### src/rtl/tca_pkg.sv
// -----------------------------------------------------------------------------
// tca_pkg
//   Shared constants and helpers for the twos_complement_adder slice.
//   - TCA_DEFAULT_WIDTH : default operand/result width
//   - tca_signed_max()  : bit pattern 0111..1 for a given width (zero-extended)
//   - tca_signed_min()  : bit pattern 1000..0 for a given width (zero-extended)
//   The helpers are constant functions so they can size localparams; they
//   return 64 bits because that is the widest legal adder.
// -----------------------------------------------------------------------------
package tca_pkg;

  localparam int TCA_DEFAULT_WIDTH = 4;

  function automatic logic [63:0] tca_signed_max(input int width);
    tca_signed_max = (64'd1 << (width - 1)) - 64'd1;
  endfunction

  function automatic logic [63:0] tca_signed_min(input int width);
    tca_signed_min = 64'd1 << (width - 1);
  endfunction

endpackage

### src/rtl/tca_full_adder.sv
// -----------------------------------------------------------------------------
// tca_full_adder
//   One-bit full adder, the ripple cell of twos_complement_adder.
//   Ports:
//     a, b  : operand bits
//     cin   : carry in
//     s     : sum bit   (a ^ b ^ cin)
//     cout  : carry out (majority of a, b, cin)
// -----------------------------------------------------------------------------
module tca_full_adder (
  input  logic a,
  input  logic b,
  input  logic cin,
  output logic s,
  output logic cout
);

  logic half_sum;

  assign half_sum = a ^ b;
  assign s        = half_sum ^ cin;
  assign cout     = (a & b) | (cin & half_sum);

endmodule

### src/rtl/twos_complement_adder.sv
// -----------------------------------------------------------------------------
// twos_complement_adder
//   Registered WIDTH-bit two's-complement adder with carry-in:
//   sum = x + y + c_in, plus unsigned carry-out and signed-overflow flag.
//   One-cycle latency, one operation per cycle, no stalls.
//
//   Parameters:
//     WIDTH     operand/result width, legal 2..64 (default TCA_DEFAULT_WIDTH)
//   Ports:
//     clk       rising-edge clock
//     rst       synchronous active-high reset; clears all outputs, beats in_valid
//     in_valid  x/y/c_in carry a new operation this cycle
//     x, y      WIDTH-bit operands
//     c_in      carry-in (weight 1)
//     out_valid sum/c_out/ovf hold a new result this cycle
//     sum       low WIDTH bits of x + y + c_in (clamped when saturating)
//     c_out     raw unsigned carry out of bit WIDTH-1
//     ovf       signed overflow: operands share a sign that the raw sum lost
//
//   Configuration macro TCA_SATURATE_EN:
//     defined   -> on signed overflow sum clamps to 0111..1 (positive operands)
//                  or 1000..0 (negative operands); ovf and c_out unchanged.
//     undefined -> sum is the raw wrapped value; no clamp logic is built.
//
//   Handshake: in_valid is a one-way strobe (there is no ready; the block
//   always accepts). A result appears with out_valid=1 exactly one cycle after
//   the in_valid=1 cycle that produced it. When in_valid=0 the result
//   registers are not loaded, so sum/c_out/ovf hold and unknown operands never
//   reach the registers.
// -----------------------------------------------------------------------------
module twos_complement_adder
  import tca_pkg::*;
#(
  parameter int WIDTH = TCA_DEFAULT_WIDTH
) (
  input  logic             clk,
  input  logic             rst,
  input  logic             in_valid,
  input  logic [WIDTH-1:0] x,
  input  logic [WIDTH-1:0] y,
  input  logic             c_in,
  output logic             out_valid,
  output logic [WIDTH-1:0] sum,
  output logic             c_out,
  output logic             ovf
);

  // ripple carry chain: carry[0] is c_in, carry[WIDTH] is the carry-out
  logic [WIDTH:0]   carry;
  logic [WIDTH-1:0] raw_sum;
  logic [WIDTH-1:0] result_sum;
  logic             raw_ovf;

  assign carry[0] = c_in;

  for (genvar i = 0; i < WIDTH; i++) begin : g_ripple
    tca_full_adder u_fa (
      .a    (x[i]),
      .b    (y[i]),
      .cin  (carry[i]),
      .s    (raw_sum[i]),
      .cout (carry[i+1])
    );
  end

  // Overflow is judged from sign bits only, so it stays independent of the
  // unsigned carry-out.
  assign raw_ovf = (x[WIDTH-1] == y[WIDTH-1]) && (raw_sum[WIDTH-1] != x[WIDTH-1]);

`ifdef TCA_SATURATE_EN
  localparam logic [WIDTH-1:0] SAT_MAX = WIDTH'(tca_signed_max(WIDTH));
  localparam logic [WIDTH-1:0] SAT_MIN = WIDTH'(tca_signed_min(WIDTH));

  // On overflow both operands share a sign; that sign picks the limit.
  always_comb begin
    result_sum = raw_sum;
    if (raw_ovf) begin
      result_sum = x[WIDTH-1] ? SAT_MIN : SAT_MAX;
    end
  end
`else
  assign result_sum = raw_sum;
`endif

  always_ff @(posedge clk) begin
    if (rst) begin
      out_valid <= 1'b0;
      sum       <= '0;
      c_out     <= 1'b0;
      ovf       <= 1'b0;
    end else begin
      out_valid <= in_valid;
      if (in_valid) begin
        sum   <= result_sum;
        c_out <= carry[WIDTH];
        ovf   <= raw_ovf;
      end
    end
  end

endmodule

### config.mk
export PLATFORM = sky130hd
export DESIGN_NAME = twos_complement_adder
export DESIGN_NICKNAME = d
export VERILOG_FILES = /design/src/rtl/tca_pkg.sv /design/src/rtl/tca_full_adder.sv /design/src/rtl/twos_complement_adder.sv
export SDC_FILE = /design/constraint.sdc
export NUM_CORES = 1
export LEC_CHECK = 0
export BUFFER_PORTS_ARGS = -buffer_cell sky130_fd_sc_hd__buf_2
export CAP_MARGIN = 15
export CORE_AREA = 2 2 39 41
export CTS_CLUSTER_SIZE = 20
export DETAILED_ROUTE_END_ITERATION = 8
export DIE_AREA = 0 0 41 43
export HOLD_SLACK_MARGIN = 0.02
export PLACE_DENSITY = 0.59
export SLEW_MARGIN = 40
export SYNTH_ARGS = -nofsm -noshare
export SYNTH_HDL_FRONTEND = slang
export SYNTH_SLANG_ARGS = --single-unit
### constraint.sdc
create_clock -name clk -period 2.1 [get_ports clk]
set_clock_uncertainty 0.1 [all_clocks]
set_input_delay 0.21 -clock clk [delete_from_list [all_inputs] [get_ports clk]]
set_output_delay 0.21 -clock clk [all_outputs]
set_load 0.02 [all_outputs]
; ---- Yosys cells after proc, flatten, opt, wreduce, memory -nomap -nowiden
; Index checks and enable logic that the tools add are counted.
; Widths: inputs -> output; s select.
[totals]
regBits = 7
latch_bits = 0
ram_bits = 0
rom_bits = 0
output_inout_bits = 7
word_cells = 27
memories = 0
[op_classes]
addsub = 0
n_mul = 0
div_mod_pow = 0
order_cmp = 0
n_eq_ne = 2
shift = 0
mux = 0
bitwise_logic = 20
reduce_logical = 1
[ops]
columns = op, count
row1 = $and 1x1->1, 8
row2 = $xor 1x1->1, 8
row3 = $or 1x1->1, 4
row4 = $eq 1x1->1, 1
row5 = $logic_and 1x1->1, 1
row6 = $ne 1x1->1, 1

; ---- Longest topological paths before layout
[depth]
word_depth = 10
ltp_mapped = 9

; ---- Modules after synthesis
; From an unflattened synthesis, not the netlist that was laid out.
[hier_totals]
cells_unflattened = 27
hier_area_um2 = 329.1
[by_module_without_submodules]
columns = module, n_inst, cells_per_inst, area_each_um2, seq_area_each_um2
row1 = twos_complement_adder, 1, 23, 249.0, 140.1
row2 = tca_full_adder, 4, 1, 20.0, 0.0

; ---- Worst setup path after synthesis
; OpenSTA, ideal clock, no wires.
[synth_path]
kind = input to register
startpoint = input y[0]
endpoint = register ovf
arrival_time_ns = 2.023
slack_ns = -0.138
stages = 9
path_buffers = 0
cell_sequence = fa_1 inv_1 fa_1 inv_1 fa_1 inv_1 fa_1 xnor2_1 a31o_1
[synth_via]
elab_chain_len = 10
[synth_lines]
columns = item, line_no
row1 = "start, declared", twos_complement_adder.sv:40  ; input logic [WIDTH-1:0] y,
row2 = $xor 1x1->1, tca_full_adder.sv:20  ; assign half_sum = a ^ b;
row3 = $and 1x1->1, tca_full_adder.sv:22  ; assign cout = (a & b) | (cin & half_sum);
row4 = $or 1x1->1 *, tca_full_adder.sv:22
row5 = $and 1x1->1 *, tca_full_adder.sv:22
row6 = $or 1x1->1 *, tca_full_adder.sv:22
row7 = $and 1x1->1 *, tca_full_adder.sv:22
row8 = $or 1x1->1 *, tca_full_adder.sv:22
row9 = $xor 1x1->1 *, tca_full_adder.sv:21  ; assign s = half_sum ^ cin;
row10 = $ne 1x1->1 *, twos_complement_adder.sv:68  ; assign raw_ovf = (x[WIDTH-1] == y[WIDTH-1]) && (raw_sum[WIDTH-1] != x[WIDTH-1]);
row11 = $logic_and 1x1->1 *, twos_complement_adder.sv:68
row12 = "end signal, assigned", twos_complement_adder.sv:96  ; ovf <= raw_ovf;
row13 = "end, declared", twos_complement_adder.sv:45  ; output logic ovf
; Every way passes the cells marked *; elsewhere a longest branch is shown, timed or not.
; A chain may end at the register's enable or synchronous reset.

; ---- Final worst setup path
; Same ends and word-level chain as after synthesis.

==> flow_summary.toml <==
[run_status]
status = "completed"

[worst_setup_path]
worst-path-buf-inv = 4
cp_top_family = "adder cells"
cp.arrival_ps = 2070
path_max_fanout = 2
path_class = "in -> reg"
crit_chain = "buf_6, fa_2, inv_2, fa_2, inv_2, fa_2, inv_2, fa_1, xnor2_1, a31o_1"
start_kind = "primary input"
required_ps = 2140
slowest_stage = "fa_1"
end_kind = "flop"
slowest_delay_ps = 440

[logic_synthesis]
ys_ff_latch = 7
synth_area_sq_um = 374
synth_nets = 52
syn_inst = 35
seq_area_frac_synth_pct = 37.5
synth_warnings = 0
ys_types = 12
synth.avg_cell_area_sq_um = 10.7

[sta]
setup_viol = 0
finalHoldViolCount = 0
post-route-period-util_pct = 96.9
slew_headroom_pct = 87.3
setup_tns_ps = 0
rsz0062_at_grt = "true"
setup_ws_ps = 66.1
tightest_slew_ps = 190
min_period_ps = 2030
finalMaxSlewViolations = 0
whs_ps = 140
timing.fmax_ghz = 0.492

[layout]
nets = 74
diodes = 0
final_area_sq_um = 513
drive_gt1_share_pct = 50.0
synthToLayoutAreaGrowth_pct = 37.1
fillers = 149

[clocking]
clk_latency_ps = 240
cts_root_buf = "clkbuf_4"
cts_made_buffers = 3
cts_tree = "done"
clkSlewWorstSetupHoldPaths_ps = 50
cts.path.max_buffers = 2
cts_setup_buffers = 0
cts_sinks = 7
cts_hold_buf = 0
cts_htree_levels = 1

[global_routing]
grt_pass1_vias = 294
antenna_found_initial = 0
grt_max_degree = 11
grt_usage_pct = 9.18
grt_pass1_wl_mm = 1.06
overflow = 0

[placed_design]
portBuffers = 18
routabilityCongestion = 0.677
place_area_sq_um = 480
dp_slack_ps = -272
hpwl_microns = 542

[job]
maxCapViolCount = 0

[hold_path]
hold_path.class = "in -> reg"

[route]
first_pass_iters = 2
wire_per_inst_microns = 8.72
num_vias = 297
ant_nets = 0
vias_per_cell = 4.13
drt-initial-drc-count = 3
wirelength_microns = 628
drc_errors = 0

[floorplanning]
rows = 14
die_h_microns = 43
fp.coreArea_sq_um = 1380
die_w_microns = 41
fp.dieArea_sq_um = 1760
num_io_pins = 19
start_util_pct = 27.0

[power_and_ir_drop]
irDropWorstVdd_v = 0.000245
power_density_nw_per_um2 = 695
p_leak_nw = 0.264
==> cell usage after synthesis <==
library cell	count	share of area, %
nor2_1	5	5.0
dfxtp_1	7	37
xnor2_1	1	2.3
ha_1	1	3.3
mux2i_1	2	5.4
nor2b_4	1	3.7
a211oi_1	3	6.0
nor3b_1	1	2.0
a31o_1	1	2.3
buf_6	1	3.0
inv_1	8	8.0
fa_1	4	21
==> layer usage <==
layer / vias to the layer above / part of all wire [%] / global-route usage (%)
li1: 149 / - / -
met5: - / 0 / 0
met2: 15 / 46 / 14.1
met3: 4 / 6.5 / 1.57
met1: 129 / 43 / 10.1
met4: 0 / 3.8 / 8.00
==> final timing paths <==
path | from | to | slack (ps) | depth (start not counted)
hold / removal | rst | out_valid$_SDFF_PP0_ | 140 | 2
setup / recovery | y[0] | ovf$_SDFFE_PP0P_ | 70 | 10
setup reg to reg | ovf$_SDFFE_PP0P_ | ovf$_SDFFE_PP0P_ | 1300 | 2
hold reg to reg | sum[1]$_SDFFE_PP0P_ | sum[1]$_SDFFE_PP0P_ | 380 | 2
==> area by class of cell <==
class	count	area, sq um	share of cell area [%]
repair buffers	18	96.3	18.8
multi-input cells	19	200	39.0
inverters	8	30.0	5.85
flip-flops and latches	7	140	27.3
well taps	16	20.0	3.90
clock buffers	4	26.3	5.12
==> power by group <==
group | internal (mW) | total [mW] | switching [mW]
Clock | 0.0723 | 0.118 | 0.0460
Combinational | 0.0402 | 0.0882 | 0.0479
Sequential | 0.145 | 0.150 | 0.00522
Total | 0.257 | 0.357 | 0.0992
==> cells by family (layout without fill, tap and decap cells) <==
family,Yosys count,count (layout),share of synthesized area (%)
buffers and inverters,9,30,11.0
DFF,7,7,37.5
adders and majority gates,5,5,24.7
muxes,2,2,5.35
xor gates and xnor gates,1,1,2.34
AOI/OAI and AO/OA,4,4,8.36
and+or+nand+nor,7,7,10.7
==> metrics by stage <==
step                cells  power (mW)  utilization (%)
global route           72       0.386             37.1
global placement       68       0.241             34.7
finish                 72       0.357             37.1
detailed placement     68       0.242             34.7
CTS                    72       0.363             36.6
floorplan              35       0.211                -
==> worst reg2reg max path: stages (launching register included) <==
cell and delay [ps]:
dfxtp_1 300, nor3b_1 120, a31o_1 180
==> flip-flops by register name, indices dropped and copies added (netlist names) <==
name and cells:
out_valid 1, ovf 1, sum 4, c_out 1
==> repair_timing <==
item | 4_1_cts | 5_1_grt
endpoints found under the hold margin | 0 | 0
gates resized for setup | 0 | 1
pin swaps | 1 | 5
setup endpoints to repair | 1 | 1
==> cell usage in the layout (no fill, tap or decap) <==
master | netlist | routed
ha_1 | 1 | 1
buf_2 | 0 | 17
nor3b_1 | 1 | 1
clkbuf_4 | 0 | 3
nor2_1 | 5 | 5
nor2b_4 | 1 | 1
fa_1 | 4 | 1
mux2i_1 | 2 | 2
inv_2 | 0 | 3
clkbuf_1 | 0 | 1
dfxtp_1 | 7 | 7
xnor2_1 | 1 | 1
buf_6 | 1 | 1
inv_1 | 8 | 5
a31o_1 | 1 | 1
fa_2 | 0 | 3
a211oi_1 | 3 | 3
No activity file was read; power rests on OpenSTA's default activity.
